### src/rtl/loop_ring_monitor_if.sv
// Signal bundle for loop_ring_monitor: ring controls and monitor results.
// The master drives ring controls; the slave (the monitor) returns ring state and results.
interface loop_ring_monitor_if #(
    parameter int unsigned STAGES = 9,
    parameter int unsigned WIN    = 16
);
    localparam int unsigned CNT_W = $clog2(WIN + 1);

    logic              en;
    logic [STAGES-1:0] pin;
    logic              load;
    logic              seed;
    logic              start;
    logic              loop_q;
    logic [STAGES-1:0] taps;
    logic              busy;
    logic              done;
    logic              osc;
    logic              stable;
    logic [CNT_W-1:0]  toggles;

    modport master (
        output en, pin, load, seed, start,
        input  loop_q, taps, busy, done, osc, stable, toggles
    );

    modport slave (
        input  en, pin, load, seed, start,
        output loop_q, taps, busy, done, osc, stable, toggles
    );
endinterface

### src/rtl/loop_ring_monitor.sv
// Registered AND/NAND gate ring closed through one flop, plus a windowed toggle monitor
// that classifies the ring as oscillating, stable or settling.
module loop_ring_monitor #(
    parameter int unsigned        STAGES    = 9,
    parameter logic [STAGES-1:0]  NAND_MASK = 9'b0_0001_0000,
    parameter int unsigned        WIN       = 16
) (
    input  logic                 clk,
    input  logic                 rst_n,
    loop_ring_monitor_if.slave   bus
);
    localparam int unsigned CNT_W = $clog2(WIN + 1);

    typedef enum logic [1:0] {StIdle, StRun, StDone} state_e;

    if (STAGES < 2) begin : g_bad_stages
        $error("loop_ring_monitor: STAGES must be at least 2");
    end
    if (WIN < 2) begin : g_bad_win
        $error("loop_ring_monitor: WIN must be at least 2");
    end

    state_e            state_q, state_d;
    logic              ring_q, ring_d;
    logic [CNT_W-1:0]  cnt_q, cnt_d;
    logic [CNT_W-1:0]  win_q, win_d;
    logic [CNT_W-1:0]  toggles_q, toggles_d;
    logic              osc_q, osc_d;
    logic              stable_q, stable_d;
    logic [CNT_W-1:0]  cnt_next;
    logic              toggle;
    logic              stage [STAGES];
    logic [STAGES-1:0] taps;

    // Unpacked per-stage nets keep the chain free of self-referencing vector bits.
    assign stage[0] = NAND_MASK[0] ? ~(ring_q & bus.pin[0]) : (ring_q & bus.pin[0]);

    for (genvar i = 1; i < STAGES; i++) begin : g_stage
        assign stage[i] = NAND_MASK[i] ? ~(stage[i-1] & bus.pin[i])
                                       :  (stage[i-1] & bus.pin[i]);
    end

    always_comb begin
        taps = '0;
        for (int i = 0; i < STAGES; i++) begin
            taps[i] = stage[i];
        end
    end

    always_comb begin
        ring_d = ring_q;
        if (bus.load) begin
            ring_d = bus.seed;
        end else if (bus.en) begin
            ring_d = stage[STAGES-1];
        end
    end

    assign toggle   = ring_d ^ ring_q;
    assign cnt_next = cnt_q + CNT_W'(toggle);

    // DONE also accepts start so a new window can begin the edge right after done.
    always_comb begin
        state_d   = state_q;
        cnt_d     = cnt_q;
        win_d     = win_q;
        toggles_d = toggles_q;
        osc_d     = osc_q;
        stable_d  = stable_q;
        unique case (state_q)
            StIdle, StDone: begin
                state_d = StIdle;
                if (bus.start) begin
                    state_d = StRun;
                    cnt_d   = '0;
                    win_d   = '0;
                end
            end
            StRun: begin
                cnt_d = cnt_next;
                win_d = win_q + 1'b1;
                if (win_q == CNT_W'(WIN - 1)) begin
                    state_d   = StDone;
                    toggles_d = cnt_next;
                    osc_d     = (cnt_next >= CNT_W'(2));
                    stable_d  = (cnt_next == '0);
                end
            end
            default: state_d = StIdle;
        endcase
    end

    always_ff @(posedge clk or negedge rst_n) begin
        if (!rst_n) begin
            state_q   <= StIdle;
            ring_q    <= 1'b0;
            cnt_q     <= '0;
            win_q     <= '0;
            toggles_q <= '0;
            osc_q     <= 1'b0;
            stable_q  <= 1'b0;
        end else begin
            state_q   <= state_d;
            ring_q    <= ring_d;
            cnt_q     <= cnt_d;
            win_q     <= win_d;
            toggles_q <= toggles_d;
            osc_q     <= osc_d;
            stable_q  <= stable_d;
        end
    end

    assign bus.loop_q  = ring_q;
    assign bus.taps    = taps;
    assign bus.busy    = (state_q == StRun);
    assign bus.done    = (state_q == StDone);
    assign bus.osc     = osc_q;
    assign bus.stable  = stable_q;
    assign bus.toggles = toggles_q;

    a_done_single : assert property (@(posedge clk) disable iff (!rst_n)
        bus.done |=> !bus.done);
    a_busy_done_excl : assert property (@(posedge clk) disable iff (!rst_n)
        !(bus.busy && bus.done));
endmodule

### src/flat_wrapper.sv
// flat-port wrapper written by rule: the top's interface ports become plain ports
module loop_ring_monitor_flat 
#(
    parameter int unsigned        STAGES    = 9,
    parameter logic [STAGES-1:0]  NAND_MASK = 9'b0_0001_0000,
    parameter int unsigned        WIN       = 16
)
  (clk, rst_n, bus_en, bus_pin, bus_load, bus_seed, bus_start, bus_loop_q, bus_taps, bus_busy, bus_done, bus_osc, bus_stable, bus_toggles);
  loop_ring_monitor_if #(.STAGES(STAGES), .WIN(WIN)) bus_i ();
  input  logic clk;
  input  logic rst_n;
  input wire logic [$bits(bus_i.en)-1:0] bus_en;
  input wire logic [$bits(bus_i.pin)-1:0] bus_pin;
  input wire logic [$bits(bus_i.load)-1:0] bus_load;
  input wire logic [$bits(bus_i.seed)-1:0] bus_seed;
  input wire logic [$bits(bus_i.start)-1:0] bus_start;
  output wire logic [$bits(bus_i.loop_q)-1:0] bus_loop_q;
  output wire logic [$bits(bus_i.taps)-1:0] bus_taps;
  output wire logic [$bits(bus_i.busy)-1:0] bus_busy;
  output wire logic [$bits(bus_i.done)-1:0] bus_done;
  output wire logic [$bits(bus_i.osc)-1:0] bus_osc;
  output wire logic [$bits(bus_i.stable)-1:0] bus_stable;
  output wire logic [$bits(bus_i.toggles)-1:0] bus_toggles;
  assign bus_i.en = bus_en;
  assign bus_i.pin = bus_pin;
  assign bus_i.load = bus_load;
  assign bus_i.seed = bus_seed;
  assign bus_i.start = bus_start;
  assign bus_loop_q = bus_i.loop_q;
  assign bus_taps = bus_i.taps;
  assign bus_busy = bus_i.busy;
  assign bus_done = bus_i.done;
  assign bus_osc = bus_i.osc;
  assign bus_stable = bus_i.stable;
  assign bus_toggles = bus_i.toggles;
  loop_ring_monitor #(.STAGES(STAGES), .NAND_MASK(NAND_MASK), .WIN(WIN)) u_core (.clk(clk), .rst_n(rst_n), .bus(bus_i));
endmodule
### config.mk
export PLATFORM = sky130hd
export DESIGN_NAME = loop_ring_monitor_flat
export DESIGN_NICKNAME = d
export VERILOG_FILES = /design/src/rtl/loop_ring_monitor_if.sv /design/src/rtl/loop_ring_monitor.sv /design/src/flat_wrapper.sv
export SDC_FILE = /design/constraint.sdc
export NUM_CORES = 1
export LEC_CHECK = 0
export ABC_CLOCK_PERIOD_IN_PS = 2600
export CORE_UTILIZATION = 42
export DETAILED_ROUTE_END_ITERATION = 10
export PLACE_DENSITY = 0.68
export SKIP_CTS_REPAIR_TIMING = 1
export SYNTH_ARGS = -nofsm -noshare
export SYNTH_HDL_FRONTEND = slang
export SYNTH_SLANG_ARGS = --single-unit
### constraint.sdc
create_clock -name clk -period 2.6 [get_ports clk]
set_input_delay 0.52 -clock clk [delete_from_list [all_inputs] [get_ports clk]]
set_output_delay 0.52 -clock clk [all_outputs]
set_load 0.02 [all_outputs]
Word level (Yosys, flattened, before mapping)
Index checks and enable logic that the tools add are counted.
Cells by class
  add/subtract/negate cells: 2
  magnitude comparators: 1
  eq/ne operators: 5
  mux-type cells: 8
  bitwise logic cells: 11
  reduce and logical (&&, ||, !) cells: 6
Operator list (number)
  one-hot mux 5 bit (2 select lines): 2
  bitwise AND 1 bit: 9
  adder 5 x 1 -> 5 bit: 1
  adder 5 x 1 -> 5 bit (second input constant): 1
  == test 5 x 4 -> 1 bit (second input constant): 1
  >= comparator 5 x 2 -> 1 bit (second input constant): 1
  zero test 5 bit: 1
  two-way mux 5 bit: 1
  one-hot mux 2 bit (2 select lines): 1
  AND reduction 2 bit: 2
  two-way mux 1 bit: 3
  == test 2 x 1 -> 1 bit (second input constant): 1
  == test 2 bit (second input constant): 1
  zero test 2 bit: 1
  two-way mux 2 bit: 1
  inequality test 2 x 1 -> 1 bit (second input constant): 1
  inequality test 2 bit (second input constant): 1
  nonzero test 2 bit: 1
  OR reduction 2 bit: 1
  inverter 1 bit: 1
  XOR 1 bit: 1
Word-level totals
  register bits: 20
  input port bits: 15
  output and inout bits: 19
  word-level logic and storage cells: 40

Depth between registers and ports, before layout
Gate-level depths: netlist of the first run.
  depth in word-level cells: 15
  gate-level depth with buffers: 10
  gate-level depth less buffers: 10

Least setup slack after synthesis of the first run
OpenSTA, ideal clock, no wires.
  path kind: flip-flop to flip-flop
  start: reg u_core.ring_q, in the netlist u_core.bus.loop_q
  end: reg u_core.stable_q, in the netlist u_core.bus.stable
  arrival time: 2.299 ns
  required time: 2.479 ns
  path slack: 0.180 ns
  stages on the path, launching flop included: 11
  buffers on the path: 0
  clock period less this slack: 2.420 ns
  cell sequence: dfrtp_1 > and4_4 > a31oi_4 > a221oi_1 > a31oi_1 > ha_1 > ha_1 > and2_1 > a21oi_1 > o32ai_1 > a22o_1
On the way
  word-level cells in the longest chain between the ends: 15
Ends and longest elaborated chain
  start: declaration: RTL line loop_ring_monitor.sv:24  | logic ring_q, ring_d;
  start signal: assignment: RTL line loop_ring_monitor.sv:104  | ring_q <= ring_d;
  bitwise AND 1 bit: RTL line loop_ring_monitor.sv:36  | assign stage[0] = NAND_MASK[0] ? ~(ring_q & bus.pin[0]) : (ring_q & bus.pin[0]);
  bitwise AND 1 bit (2 in a row)
  net bus_taps[2]: RTL line flat_wrapper.sv:18  | output wire logic [$bits(bus_i.taps)-1:0] bus_taps;
  bitwise AND 1 bit
  bitwise AND 1 bit: RTL line loop_ring_monitor.sv:39  | assign stage[i] = NAND_MASK[i] ? ~(stage[i-1] & bus.pin[i])
  inverter 1 bit: RTL line loop_ring_monitor.sv:39
  bitwise AND 1 bit (4 in a row)
  net bus_taps[8]: RTL line flat_wrapper.sv:18
  two-way mux 1 bit: RTL line loop_ring_monitor.sv:54  | end else if (bus.en) begin
  two-way mux 1 bit: RTL line loop_ring_monitor.sv:52  | if (bus.load) begin
  XOR 1 bit: RTL line loop_ring_monitor.sv:59  | assign toggle = ring_d ^ ring_q;
  adder 5 x 1 -> 5 bit: RTL line loop_ring_monitor.sv:60  | assign cnt_next = cnt_q + CNT_W'(toggle);
  zero test 5 bit: RTL line loop_ring_monitor.sv:86  | stable_d = (cnt_next == '0);
  end signal: assignment: RTL line loop_ring_monitor.sv:109  | stable_q <= stable_d;
  end: declaration: RTL line loop_ring_monitor.sv:29  | logic stable_q, stable_d;
The timed path passes the listed nets, and every way through them passes these cells.
A chain may end at the register's enable or synchronous reset.

Worst setup path after layout of the first run
  start: in bus_pin[0]
  end: out bus_taps[8]
On the way
  word-level cells in the longest chain between the ends: 10
Ends and longest elaborated chain
  start: declaration: RTL line flat_wrapper.sv:13  | input wire logic [$bits(bus_i.pin)-1:0] bus_pin;
  bitwise AND 1 bit: RTL line loop_ring_monitor.sv:36
  bitwise AND 1 bit (3 in a row)
  bitwise AND 1 bit: RTL line loop_ring_monitor.sv:39
  inverter 1 bit: RTL line loop_ring_monitor.sv:39
  bitwise AND 1 bit (4 in a row)
  end: declaration: RTL line flat_wrapper.sv:18
Every way passes these cells.

==> summary.txt, run 1 <==
GRT
  – Initial antenna violation count: 0
  – Gr ovfl total: 0
  – Pin count of the biggest net entering global routing: 21
  – First-pass GRT wire length: 3781 um
  – GRT Overall Usage: 17.84%
  – Vias in the first global route: 851

Clocking
  – Worst-path clk slew: 0.12 ns
  – Clk_lat worst skew: 0.31 ns
  – CTS Buf Count: 3
  – Clk sink count: 20
  – CTS tree: yes
  – Max Buffers Root-to-Sink: 2
  – H-tree depth: 1
  – CTS root buf: clkbuf_4

Yosys
  – Cell with the most instances after synthesis: dfrtp_1
  – Synthesis Warnings: 0
  – Syn Area/Cell: 9.679 sq um
  – Share of synthesized registers carrying an async set or reset: 100.0%
  – Post-synth EDFFs: 0
  – Post-synth top flop: dfrtp_1
  – Share of the synthesized area in the top cell type: 42.74%
  – Top post-synthesis cells by count: dfrtp_1, nand2_1, nand2b_1
  – Netlist Area Pre-Place: 0.001171 sq mm
  – Count of cell types in the netlist: 40
  – Seq/Total Area, Yosys: 42.74%
  – Post-synthesis cell count: 121
  – Yosys top cell by area: dfrtp_1
  – Area contributors post-synth: dfrtp_1, nand2b_1, nand2_1
  – Syn Nets: 140
  – Yosys reg bits: 20

Finish
  – Diode count: 0
  – Final core utilization: 65.83%
  – Final layout net count: 184
  – Synth-to-layout area growth: 43.06%
  – Fillers: 217
  – Fin area: 0.001675 sq mm
  – Share of cells above drive strength 1: 20.12%

Placement
  – I/O Buffers: 33
  – DP Worst Slack: -0.3095 ns
  – Hpwl dp: 1866 um
  – Routability Congestion: 0.7773
  – DP Area: 0.001599 sq mm

Die
  – Die height: 54.81 um
  – Row count: 18
  – Placeable Area: 0.002545 sq mm
  – I/O Pins: 34
  – Initial core utilization: 46.02%
  – Full die area: 0.003004 sq mm
  – Die W: 54.81 um

Power and ir drop
  – Tot Pwr: 1.522 mW
  – Power density over cell area: 908.6 mW/mm^2
  – Worst VDD drop: 0.6671 mV
  – Leakage: 0.7542 nW

STA
  – Max Slew Vio Count: 0
  – Fmax: 0.3939 GHz
  – Worst relative slew slack: 71.53%
  – # setup viols final: 0
  – Slew @ Worst Pin: 0.4270 ns
  – Crit share post-route: 97.65%
  – Clock Skews: 0.01263 ns
  – Hold Fails Final Rpt: 0
  – Worst setup margin: 0.06120 ns
  – Min Hold Slack: 0.4936 ns
  – Crit path time final: 2.539 ns

Drt
  – WL/cell: 12.68 um
  – DR iter-0 viols: 10
  – DR DRC count: 0
  – Routed Antenna Nets: 0
  – Vias: 988
  – Final wirelength: 2460 um
  – DR pass1 iterations: 4
  – Number of vias per cell: 5.093

Critical path
  – Worst Setup Path Type: primary input to output pin
  – Critical path's most frequent cell: clkdlybuf4s50_1
  – CP required: 2.08 ns
  – Worst EP arrival: 2.02 ns
  – CP Capture Type: output pin
  – Critical-path top delay cell: clkdlybuf4s50_1
  – Worst setup SP type: primary input
  – Critical path's largest stage delay: 0.64 ns
  – Crit-path max FO: 4
  – CP cell instances: clkdlybuf4s50_1, and4_4, a31oi_4, clkdlybuf4s50_1

Run
  – Max Cap Viol: 0

Min path
  – Hold crit path type: flop to flop

Outcome
  – Status: completed
==> per-layer routing <==
layer	vias up	track usage, %	share of wire, %
met2	13	29.32	52
met4	0	3.846	0.49
met3	2	5.833	3.0
li1	503	-	-
met1	470	22.47	44
met5	-	0	0
==> registers in the layout (all words and copies together), names as in the netlist <==
name	count
u_core.bus.stable	1
u_core.bus.osc	1
u_core.win_q	5
u_core.state_q	2
u_core.bus.loop_q	1
u_core.cnt_q	5
u_core.bus.toggles	5
==> kinds of logic after synthesis <==
logic type | Yosys count | share of synthesized area, %
XOR/XNOR | 8 | 5.983
adder cells (fa/ha/maj) | 4 | 4.274
flip-flops | 20 | 42.74
multiplexers | 4 | 3.739
AND/OR/NAND/NOR | 54 | 26.39
AO/OA/AOI/OAI | 23 | 14.00
buffers and inverters | 8 | 2.884
==> critical path, delay by kind of cell <==
family          cells  cell delay (ns)
compound gates      1             0.20
buf+inv             2             1.07
simple gates        1             0.23
==> worst paths after layout <==
kind / start / end / slack (ns) / depth (start not counted)
worst min register to register: u_core.bus.toggles[0]$_DFFE_PN0P_ / u_core.bus.toggles[0]$_DFFE_PN0P_ / 0.49 / 2
max in group asynchronous: rst_n / u_core.bus.loop_q$_DFF_PN0_ / 1.85 / 2
worst max register to register: u_core.bus.loop_q$_DFF_PN0_ / u_core.bus.stable$_DFFE_PN0P_ / 0.31 / 10
min in group asynchronous: rst_n / u_core.state_q[1]$_DFFE_PN0P_ / 0.53 / 2
worst max-delay path: bus_pin[0] / bus_taps[8] / 0.06 / 4
worst min-delay path: u_core.bus.toggles[0]$_DFFE_PN0P_ / u_core.bus.toggles[0]$_DFFE_PN0P_ / 0.49 / 2
==> final cells by class <==
| cell class | count | area [sq um] | share of cell area (%) |
|---|---|---|---|
| sequential | 20 | 500.5 | 29.87 |
| inverter | 3 | 11.26 | 0.6721 |
| clock inverter | 1 | 30.03 | 1.792 |
| clock buffer | 3 | 22.52 | 1.344 |
| timing repair buffer | 44 | 420.4 | 25.09 |
| multi-input combinational | 93 | 653.1 | 38.98 |
| tap | 30 | 37.54 | 2.240 |
==> per-stage QoR <==
| stage | setup TNS [ns] | instances |
|---|---|---|
| 2_1_floorplan | 0 | 121 |
| 3_3_place_gp | -0.9003 | 190 |
| 3_5_place_dp | -1.757 | 190 |
| 4_1_cts | -0.2763 | 194 |
| 5_1_grt | -0.01986 | 194 |
| 6_report | 0 | 194 |
==> power breakdown <==
part | internal [mW] | switching [mW]
Combinational | 0.391 | 0.323
Clock | 0.156 | 0.0981
Sequential | 0.436 | 0.119
==> cell usage in the layout (no fill, tap or decap), types with 5 or more instances in the layout <==
cell / synthesis / layout
dfrtp_1: 20 / 20
nor2_1: 8 / 8
nand2_1: 15 / 15
nand2b_1: 11 / 11
a21oi_1: 5 / 5
xnor2_1: 5 / 5
buf_4: 0 / 11
clkdlybuf4s50_1: 0 / 30
o21ai_0: 7 / 7
Note: power is estimated with default switching activity, not from simulation.
==> run 2: changes to the inputs <==
- SLEW_MARGIN: unset -> 20
==> results of run 2 <==
The final DEF is identical to that of run 1; final timing and power are the same.
==> run 3: changes to the inputs <==
- CELL_PAD_IN_SITES_DETAIL_PLACEMENT: unset -> 0
- CELL_PAD_IN_SITES_GLOBAL_PLACEMENT: unset -> 1
- CORE_UTILIZATION: 42 -> 35
- MAX_ROUTING_LAYER: unset -> met4
- PLACE_DENSITY: 0.68 -> 0.75
- SKIP_CTS_REPAIR_TIMING: 1 -> unset
==> summary.txt, run 3 (synthesis gave the netlist of run 1 again) <==
Clocking
  – Worst-path clk slew: 0.11 ns (was 0.12 ns)
  – CTS tree: yes (unchanged)
  – Clk sink count: 20 (unchanged)
  – H-tree depth: 1 (unchanged)
  – CTS Buf Count: 3 (unchanged)
  – Clk_lat worst skew: 0.30 ns (was 0.31 ns)
  – Max Buffers Root-to-Sink: 2 (unchanged)
  – CTS root buf: clkbuf_4 (unchanged)

STA
  – # setup viols final: 0 (unchanged)
  – Slew @ Worst Pin: 0.4015 ns (was 0.4270 ns)
  – RSZ-0062 raised after global routing: true
  – Max Slew Vio Count: 0 (unchanged)
  – Crit path time final: 2.547 ns (was 2.539 ns)
  – Min Hold Slack: 0.4928 ns (was 0.4936 ns)
  – Clock Skews: 0.004372 ns (was 0.01263 ns)
  – Fmax: 0.3926 GHz (was 0.3939 GHz)
  – Hold Fails Final Rpt: 0 (unchanged)
  – Crit share post-route: 97.96% (was 97.65%)
  – Worst relative slew slack: 73.24% (was 71.53%)

Finish
  – Fin area: 0.001670 sq mm (was 0.001675 sq mm)
  – Most frequent cells in the layout: clkdlybuf4s50_1, dfrtp_1, nand2_1, nand2b_1, buf_4 (unchanged)
  – Final layout net count: 183 (was 184)
  – Synth-to-layout area growth: 42.63% (was 43.06%)
  – Final core utilization: 53.83% (was 65.83%)
  – Commonest non-fill, non-tap cell in the layout: clkdlybuf4s50_1 (unchanged)
  – Multi-input gate area: 678.2 sq um (was 653.1 sq um)
  – Register area: 500.5 sq um (unchanged)
  – Share of cells above drive strength 1: 21.60% (was 20.12%)
  – Diode count: 0 (unchanged)
  – Fillers: 309 (was 217)

Power and ir drop
  – Tot Pwr: 1.450 mW (was 1.522 mW)
  – Power density over cell area: 868.1 mW/mm^2 (was 908.6 mW/mm^2)
  – Leakage: 0.7011 nW (was 0.7542 nW)
  – Worst VDD drop: 0.1939 mV (was 0.6671 mV)

Run
  – Max Cap Viol: 0 (unchanged)

Critical path
  – R2R Path Start: u_core.bus.loop_q$_DFF_PN0_ (unchanged)
  – WP buf/inv: 2 (unchanged)
  – Setup slack, reg-to-reg: 0.26 ns (was 0.31 ns)
  – Cells on worst reg2reg path: 10 (unchanged)
  – CP cell instances: clkdlybuf4s50_1, and4_4, a31oi_4, clkdlybuf4s50_1 (unchanged)
  – Worst Setup Path Type: primary input to output pin (unchanged)
  – Worst EP arrival: 2.03 ns (was 2.02 ns)
  – CP required: 2.08 ns (about the same)
  – Crit path launch: bus_pin[0] (unchanged)
  – Worst r2r dst: u_core.bus.stable$_DFFE_PN0P_ (unchanged)
  – Critical path's most frequent cell: clkdlybuf4s50_1 (unchanged)
  – Worst setup SP type: primary input (unchanged)
  – Critical-path top delay cell: clkdlybuf4s50_1 (unchanged)
  – Top delay family on crit path: buffers and inverters (unchanged)
  – Critical path's largest stage delay: 0.64 ns (about the same)
  – Crit-path max FO: 4 (unchanged)
  – CP Capture Type: output pin (unchanged)

Drt
  – Final wirelength: 2529 um (was 2460 um)
  – WL/cell: 12.28 um (was 12.68 um)
  – DR pass1 iterations: 4 (unchanged)
  – Vias: 1021 (was 988)
  – Number of vias per cell: 4.956 (was 5.093)
  – DR DRC count: 0 (unchanged)
  – DR iter-0 viols: 47 (was 10)
  – Routed Antenna Nets: 0 (unchanged)

Die
  – Full die area: 0.003581 sq mm (was 0.003004 sq mm)
  – Die height: 59.85 um (was 54.81 um)
  – Placeable Area: 0.003103 sq mm (was 0.002545 sq mm)
  – Row count: 20 (was 18)
  – Initial core utilization: 37.74% (was 46.02%)
  – Die W: 59.85 um (was 54.81 um)
  – I/O Pins: 34 (unchanged)

GRT
  – Pin count of the biggest net entering global routing: 21 (unchanged)
  – Gr ovfl total: 0 (unchanged)
  – Vias in the first global route: 1033 (was 851)
  – Initial antenna violation count: 0 (unchanged)
  – First-pass GRT wire length: 4367 um (was 3781 um)
  – GRT Overall Usage: 16.92% (was 17.84%)

Min path
  – Hold depth: 2 (unchanged)
  – Hold crit path type: flop to flop (unchanged)
  – Hold Startpoint: u_core.bus.toggles[0]$_DFFE_PN0P_ (unchanged)
  – Worst Hold Path EP: u_core.bus.toggles[0]$_DFFE_PN0P_ (unchanged)

Placement
  – Hpwl dp: 1931 um (was 1866 um)
  – DP Area: 0.001609 sq mm (was 0.001599 sq mm)
  – I/O Buffers: 33 (unchanged)
  – Routability Congestion: 0.7237 (was 0.7773)

Outcome
  – Status: completed (unchanged)
run 3: power breakdown:
part,internal [mW],switching (mW)
sequential,0.436,0.118
combinational,0.404,0.344
clock,0.0541,0.0938
total,0.894,0.556
run 3: how the worst max path moves through the flow:
stage                               endpoint  depth (start not counted)
6_report                         bus_taps[8]                          4
5_1_grt        u_core.bus.stable$_DFFE_PN0P_                         11
4_1_cts                          bus_taps[8]                          4
3_3_place_gp   u_core.bus.stable$_DFFE_PN0P_                         11
2_1_floorplan  u_core.bus.stable$_DFFE_PN0P_                         10
3_5_place_dp      u_core.bus.osc$_DFFE_PN0P_                         11
run 3: cell type report:
type                       count  share of cell area [%]
tap                           44                   3.296
timing repair buffer          43                   24.12
multi-input combinational     93                   40.60
sequential                    20                   29.96
clock buffer                   3                   1.348
inverter                       3                  0.6742
run 3: what timing repair did:
| action | in CTS | in global routing |
|---|---|---|
| gates resized for setup | 5 | 7 |
| hold buffers | 0 | 0 |
| endpoints found under the setup margin | 5 | 5 |
| setup buffers | 0 | 0 |
| pin swaps | 0 | 3 |
| gates cloned | 0 | 0 |
run 3: through the flow:
step	setup WS, ns	std cells	setup TNS [ns]
6_report	0.05295	206	0
4_1_cts	0.04416	206	0
3_5_place_dp	-0.3468	203	-2.009
5_1_grt	-0.009542	206	-0.009542
2_1_floorplan	0.1800	121	0
3_3_place_gp	-0.1911	203	-0.9727
run 3: per-layer routing:
| metal | track usage, % | part of all wire, % | vias to the layer above |
|---|---|---|---|
| met4 | 8.306 | 2.0 | 0 |
| li1 | - | - | 504 |
| met2 | 28.73 | 50 | 32 |
| met1 | 19.59 | 44 | 480 |
| met3 | 2.165 | 3.8 | 5 |
| met5 | - | 0 | - |
run 3: tightest hold or removal path: cells and delay by family, from the launching register on:
| family | cells | cell delay (ns) |
|---|---|---|
| simple gates | 2 | 0.11 |
| flops | 1 | 0.36 |
